**src/rtl/bd_cpld_unpacker_pkg.sv**
```systemverilog
// Shared constants, error codes and FSM encoding for the CplD descriptor unpacker.
// Everything here is common to the header decoder and the unpacker top.
package bd_cpld_unpacker_pkg;

    localparam logic [2:0]  CPLD_FMT      = 3'b010;
    localparam logic [4:0]  CPLD_TYPE     = 5'b01010;
    localparam int unsigned BD_DW_DEFAULT = 8;
    // Tail beat carries the last three payload DWs of an 8-DW descriptor.
    localparam logic [7:0]  TAIL_KEEP     = 8'h07;

    typedef enum logic [1:0] {
        ERR_NONE   = 2'd0,
        ERR_HDR    = 2'd1,
        ERR_STATUS = 2'd2,
        ERR_FRAME  = 2'd3
    } err_code_e;

    typedef enum logic [1:0] {
        ST_IDLE = 2'd0,
        ST_TAIL = 2'd1,
        ST_OUT  = 2'd2,
        ST_DROP = 2'd3
    } state_e;

endpackage

```
**src/rtl/cpld_hdr_decode.sv**
```systemverilog
// Combinational CplD header field extraction and acceptance flags.
// Looks only at the 3-DW header in the low 96 bits of the head beat.
module cpld_hdr_decode
    import bd_cpld_unpacker_pkg::*;
#(
    parameter int unsigned BD_DW = BD_DW_DEFAULT
) (
    input  logic [95:0] hdr,
    output logic [7:0]  tag,
    output logic        hdr_ok,
    output logic        status_ok
);

    localparam logic [9:0] LEN_EXP = 10'(BD_DW);

    logic [2:0] fmt;
    logic [4:0] tlp_type;
    logic [9:0] length;
    logic [2:0] status;
    logic       unused_hdr_bits;

    assign fmt      = hdr[31:29];
    assign tlp_type = hdr[28:24];
    assign length   = hdr[9:0];
    assign status   = hdr[47:45];
    assign tag      = hdr[79:72];

    assign hdr_ok    = (fmt == CPLD_FMT) && (tlp_type == CPLD_TYPE) && (length == LEN_EXP);
    assign status_ok = (status == 3'd0);

    // Requester/completer IDs, byte count and address fields are not needed here.
    assign unused_hdr_bits = ^{hdr[95:80], hdr[71:48], hdr[44:32], hdr[23:10]};

endmodule

```
**src/rtl/bd_cpld_unpacker.sv**
```systemverilog
// Reassembles a two-beat CplD into one 256-bit buffer descriptor with its tag,
// dropping malformed or failed completions and reporting why.
module bd_cpld_unpacker
    import bd_cpld_unpacker_pkg::*;
#(
    parameter int unsigned BD_DW = BD_DW_DEFAULT
) (
    input  logic         user_clk,
    input  logic         user_reset,
    input  logic [255:0] m_axis_rx_cpld_tdata,
    input  logic         m_axis_rx_cpld_tvalid,
    output logic         m_axis_rx_cpld_tready,
    input  logic         m_axis_rx_cpld_tlast,
    input  logic [7:0]   m_axis_rx_cpld_tkeep,
    output logic [255:0] s_axis_bd_tdata,
    output logic         s_axis_bd_tvalid,
    input  logic         s_axis_bd_tready,
    output logic [7:0]   s_axis_bd_tag,
    output logic         err_valid,
    output logic [1:0]   err_code,
    output logic [15:0]  cpl_count
);

    state_e       state, state_next;
    err_code_e    err_sel;
    logic         ready_q;
    logic         beat_acc;
    logic         bd_hs;
    logic         tail_ok;
    logic         load_head;
    logic         load_bd;
    logic [7:0]   hdr_tag;
    logic         hdr_ok;
    logic         status_ok;
    logic [159:0] head_q;
    logic [7:0]   head_tag_q;
    logic [15:0]  cpl_count_q;

    cpld_hdr_decode #(
        .BD_DW (BD_DW)
    ) u_hdr_decode (
        .hdr       (m_axis_rx_cpld_tdata[95:0]),
        .tag       (hdr_tag),
        .hdr_ok    (hdr_ok),
        .status_ok (status_ok)
    );

    // ready_q keeps the input closed while reset is held.
    assign m_axis_rx_cpld_tready = ready_q && (state != ST_OUT);
    assign s_axis_bd_tvalid      = (state == ST_OUT);
    assign beat_acc              = m_axis_rx_cpld_tvalid && m_axis_rx_cpld_tready;
    assign bd_hs                 = s_axis_bd_tvalid && s_axis_bd_tready;
    assign tail_ok               = m_axis_rx_cpld_tlast && (m_axis_rx_cpld_tkeep == TAIL_KEEP);
    assign cpl_count             = cpl_count_q;

    // NOTE: sequential state uses non-blocking assignments so every flop samples pre-edge values.
    always_ff @(posedge user_clk) begin
        if (user_reset) begin
            state <= ST_IDLE;
        end else begin
            state <= state_next;
        end
    end

    // NOTE: every output of this block gets a default first so no latch is inferred.
    always_comb begin
        state_next = state;
        err_sel    = ERR_NONE;
        load_head  = 1'b0;
        load_bd    = 1'b0;
        unique case (state)
            ST_IDLE: begin
                if (beat_acc) begin
                    if (!hdr_ok) begin
                        err_sel = ERR_HDR;
                    end else if (!status_ok) begin
                        err_sel = ERR_STATUS;
                    end else if (m_axis_rx_cpld_tlast) begin
                        err_sel = ERR_FRAME;
                    end else begin
                        load_head  = 1'b1;
                        state_next = ST_TAIL;
                    end
                    if (err_sel != ERR_NONE && !m_axis_rx_cpld_tlast) begin
                        state_next = ST_DROP;
                    end
                end
            end
            ST_TAIL: begin
                if (beat_acc) begin
                    if (tail_ok) begin
                        load_bd    = 1'b1;
                        state_next = ST_OUT;
                    end else begin
                        err_sel    = ERR_FRAME;
                        state_next = m_axis_rx_cpld_tlast ? ST_IDLE : ST_DROP;
                    end
                end
            end
            ST_OUT: begin
                if (bd_hs) begin
                    state_next = ST_IDLE;
                end
            end
            ST_DROP: begin
                if (beat_acc && m_axis_rx_cpld_tlast) begin
                    state_next = ST_IDLE;
                end
            end
            default: state_next = ST_IDLE;
        endcase
    end

    // NOTE: descriptor and head registers are reset too, so the output bus reads zero after reset.
    always_ff @(posedge user_clk) begin
        if (user_reset) begin
            ready_q         <= 1'b0;
            head_q          <= '0;
            head_tag_q      <= '0;
            s_axis_bd_tdata <= '0;
            s_axis_bd_tag   <= '0;
            err_valid       <= 1'b0;
            err_code        <= ERR_NONE;
            cpl_count_q     <= '0;
        end else begin
            ready_q   <= 1'b1;
            err_valid <= (err_sel != ERR_NONE);
            if (err_sel != ERR_NONE) begin
                err_code <= err_sel;
            end
            if (load_head) begin
                head_q     <= m_axis_rx_cpld_tdata[255:96];
                head_tag_q <= hdr_tag;
            end
            if (load_bd) begin
                s_axis_bd_tdata <= {m_axis_rx_cpld_tdata[95:0], head_q};
                s_axis_bd_tag   <= head_tag_q;
            end
            if (bd_hs) begin
                cpl_count_q <= cpl_count_q + 16'd1;
            end
        end
    end

endmodule

```
**config.mk**
```make
export PLATFORM = sky130hd
export DESIGN_NAME = bd_cpld_unpacker
export DESIGN_NICKNAME = d
export VERILOG_FILES = /design/src/rtl/bd_cpld_unpacker_pkg.sv /design/src/rtl/cpld_hdr_decode.sv /design/src/rtl/bd_cpld_unpacker.sv
export SDC_FILE = /design/constraint.sdc
export NUM_CORES = 1
export LEC_CHECK = 0
export CAP_MARGIN = 20
export CORE_ASPECT_RATIO = 1.25
export CORE_MARGIN = 1
export CORE_UTILIZATION = 30
export DETAILED_ROUTE_END_ITERATION = 16
export PLACE_DENSITY = 0.64
export REMOVE_ABC_BUFFERS = 1
export SETUP_SLACK_MARGIN = 0.02
export SYNTH_ARGS = -nofsm -noshare
export SYNTH_HDL_FRONTEND = slang
export SYNTH_HIERARCHICAL = 1
export SYNTH_SLANG_ARGS = --single-unit
```
**constraint.sdc**
```tcl
create_clock -name user_clk -period 2.9 [get_ports user_clk]
set_input_delay 0.87 -clock user_clk [delete_from_list [all_inputs] [get_ports user_clk]]
set_output_delay 0.87 -clock user_clk [all_outputs]
set_load 0.03 [all_outputs]
```
==> run summary <==
Buffers inserted during clock tree synthesis total 46. The startpoint kind of the worst setup timing path is an input pin. Data on the critical path is required at its endpoint by 3.39 ns. For this run, the leading register cell type out of synthesis is sky130_fd_sc_hd__dfxtp_1.

After global routing the overflow that remains totals 0. The worst hold path belongs to the class reg -> reg. Along the worst path, the maximum fanout reaches 25.

For flop-to-flop paths, the worst setup slack is 0.91 ns. In this run, distinct cell masters in the synthesized netlist total 38. In the synthesized netlist the async set-or-reset flop fraction comes to 0%. DRC marker count from the first detailed-route iteration: 871. Prior to clock tree synthesis, the placed netlist has a worst setup slack of -0.504 ns. Leaving out fill and tap cells, the most frequent cells in the layout are sky130_fd_sc_hd__nand2_1 (876), sky130_fd_sc_hd__clkdlybuf4s50_1 (550), sky130_fd_sc_hd__dfxtp_1 (454).

The run gives 554 as the top-level port count. Total wirelength of the detailed-routed design: 52.5 mm. Counting the fill cells in the layout gives 5124. The quantity of I/O buffers inserted on ports is 553, and the setup slack of the critical path after layout is 0.110 ns. The worst register-to-register path begins at state[0]. The worst register-to-register path ends at s_axis_bd_tdata[24]. The number of cells traversed by the worst register-to-register path is 6, and the per-cell via count in the routed design is 4.67.

Setup repair after global routing left no endpoint under its margin. The starting density of the core is 30.4%. Detailed placement ended at an HPWL of 37.6 mm.

Instance count of the mapped netlist: 2016. In this run the number of H-tree levels came out at 2. After detailed routing, the number of remaining DRC violations is 0.

Yosys printed 6 warnings. Hold repair after CTS inserted 0 buffers. Across all hold checks on the routed design, the worst slack comes to 0.447 ns.

The floorplan has 94 rows. The run gives 3 as the maximum clock path buffer count. Clock latency on the worst-skew pair, taken at its later pin, is 0.56 ns. Summed over all cells, the static leakage comes to 8.06 nW.

Clock skew on the completed layout was measured at 0.00704 ns. The placed cell area was 22700 um2; the relative slew slack was 54.3%. The hold path endpoint is s_axis_bd_tdata[73]. The fraction of final layout cells with drive strength greater than 1 works out to 6.71%.

After clock tree synthesis, the clock-pin slew on the worst setup and hold paths is 0.06 ns. The logs give 52700 um2 for the area of the core and 119 for the maximum number of pins on one net before global-route repair. The run gives 0 as the final count of negative-setup-slack endpoints. The worst hold path begins at s_axis_bd_tdata[73]. The tools report the root cell of the clock tree as sky130_fd_sc_hd__clkbuf_16.

The smallest clock period supported by the final layout is computed as 2.79 ns. The first detailed-routing pass took 6 iterations. The final critical path takes up 96.2% of the cycle.

On the worst path, the slowest cell contributes a delay of 0.42 ns. The die covers 54400 um2. The count of pins over their slew limit is 0, and the cell depth of the worst min-delay path is 2. Dividing the detail-routed wire length by the instance count gives 16.0 um.

The number of nets still failing antenna checks after routing came out at 0. Power per cell area: 538 nW/um2. Data arrival time at the worst-slack endpoint: 3.28 ns.

From synthesis to final layout, the design area changed by 51.4%. The number of global-route vias before repair came out at 14891. The worst-margin pin slew was 0.686 ns. The clock sink count was 454; the multi-input logic area was 6080 um2.

Summed over all failing endpoints, the final setup total negative slack is 0 ns. The tools report the sort of element at the end of the critical path as a flip-flop. Global routing used 18.4% of the available tracks.

The die is 209 um wide. The category of the most critical setup path was in -> reg. For the total chip power, the log shows 13.1 mW.

The overall die height is 260 um. Yosys mapped a number of flops with a built-in enable equal to 0. The highest ir drop seen on vdd was 0.408 mV. The flow ran to the end, and the final reports show no timing, DRC or antenna violations.

Dividing the synthesized area by the synthesized cell count gives 7.95 um2. With fillers left out, the area of the finished cells amounts to 24300 um2. In the final layout, flip-flops and latches occupy 9090 um2.

The number of synthesized register bits is 454. The signal on the critical path passes through clkdlybuf4s50_1 > nor4b_1 > nand4_1 > nor2_1 > buf_4 > nand3b_1 > nor4_4 > buf_6 > buf_12 > nand2_1 > a21oi_1. The congestion estimate from routability-driven global placement came to 0.834. For the number of antenna violations at the first check in global routing, the log shows 6.

Slowest stage cell on the critical path: sky130_fd_sc_hd__clkdlybuf4s50_1. The share of the Yosys chip area taken by registers is 56.7%. The synthesized netlist occupies a cell area of 16000 um2.

For this run, the top clock speed supported by timing is 358 MHz. The final layout contains 2828 nets. The commonest non-fill, non-tap cell in the layout was sky130_fd_sc_hd__nand2_1. The total number of vias is 15278, and the total of max-cap violations is 0.

The tools report the final-report hold violation count as 0. The first global-routing pass estimated 80.0 mm of wire. TritonCTS built the clock tree.
==> per-stage QoR <==
stage / std cells / util, %
finish: 3272 / 46.1
CTS: 3266 / 46.0
floorplan: 1860 / -
global placement: 3182 / 43.0
detailed placement: 3182 / 43.0
global route: 3272 / 46.1
==> timing repair <==
item                                    CTS  global route
hold endpoints to repair                  0             0
endpoints found under the setup margin    2           102
buffers inserted                          0             0
cloned                                    0             0
resized for setup                         3             3
==> critical path: cells and delay by family <==
family | cells | cell delay (ns)
and+or+nand+nor | 6 | 1.22
buffers and inverters | 4 | 1.02
AOI/OAI and AO/OA | 1 | 0.13
==> area by class of cell <==
class                      count  share of cell area (%)
sequential                   454                    37.4
timing repair buffer         650                    27.4
multi-input combinational   1403                    25.0
clock buffer                  72                    5.78
tap                          672                    3.46
clock inverter                12                   0.789
antenna                        6                  0.0618
inverter                       3                  0.0464
==> per-layer routing <==
| metal | global-route usage, % | share of wire, % |
|---|---|---|
| met2 | 31.9 | 50 |
| met4 | 9.80 | 4.5 |
| met1 | 20.7 | 40 |
| met5 | 0 | 0 |
| met3 | 4.48 | 6.4 |
==> registers in the layout, indices dropped and copies added, names as in the netlist <==
register	cells
s_axis_bd_tdata	256
ready_q	1
state	2
head_tag_q	8
err_code	2
cpl_count	16
s_axis_bd_tag	8
err_valid	1
head_q	160
==> cell families after synthesis <==
logic type               count (synthesis)  synth area share, %
AND/OR/NAND/NOR                        938                 22.8
XOR/XNOR                                 8                0.437
adder cells (fa/ha/maj)                  1               0.0780
flip-flops                             454                 56.7
multiplexers                             2                0.133
AO/OA/AOI/OAI                          454                 14.2
buffers and inverters                  159                 5.60
==> how the worst max path moves through the flow <==
stage	slack, ns	depth (start not counted)	startpoint	to
2_1_floorplan	-17.12	4	m_axis_rx_cpld_tkeep[5]	s_axis_bd_tag[0]
3_3_place_gp	-0.50	11	m_axis_rx_cpld_tdata[28]	head_tag_q[4]
3_5_place_dp	-0.50	11	m_axis_rx_cpld_tdata[3]	head_q[122]
4_1_cts	0.09	11	m_axis_rx_cpld_tdata[3]	head_tag_q[7]
5_1_grt	0.007	11	m_axis_rx_cpld_tdata[28]	head_q[58]
6_report	0.11	11	m_axis_rx_cpld_tdata[28]	head_tag_q[7]
==> power breakdown <==
group	internal (mW)	switching (mW)	total, mW
Sequential	6.24	0.00484	6.25
Clock	3.77	2.47	6.23
Combinational	0.376	0.208	0.584
==> synthesized netlist by cell type, types with 2 or more instances <==
cell	n	area [um2]
sky130_fd_sc_hd__nand4_1	6	37.5
sky130_fd_sc_hd__buf_6	29	327
sky130_fd_sc_hd__nand2_1	876	3290
sky130_fd_sc_hd__inv_1	2	7.51
sky130_fd_sc_hd__nand4b_1	2	17.5
sky130_fd_sc_hd__nor4_1	2	12.5
sky130_fd_sc_hd__a21oi_1	444	2220
sky130_fd_sc_hd__dfxtp_1	454	9090
sky130_fd_sc_hd__xor2_1	7	61.3
sky130_fd_sc_hd__nor4b_1	2	17.5
sky130_fd_sc_hd__buf_4	9	67.6
sky130_fd_sc_hd__or4_1	2	15.0
sky130_fd_sc_hd__o31ai_1	2	15.0
sky130_fd_sc_hd__nand3_1	8	40.0
sky130_fd_sc_hd__o21ai_0	6	30.0
sky130_fd_sc_hd__clkbuf_1	77	289
sky130_fd_sc_hd__buf_2	40	200
sky130_fd_sc_hd__nor3_1	2	10.0
sky130_fd_sc_hd__and3_1	4	25.0
sky130_fd_sc_hd__nor2_1	16	60.1
sky130_fd_sc_hd__and4b_1	2	20.0
sky130_fd_sc_hd__nor2b_1	4	25.0
sky130_fd_sc_hd__or3_1	5	31.3
(Power assumes the default switching activity.)
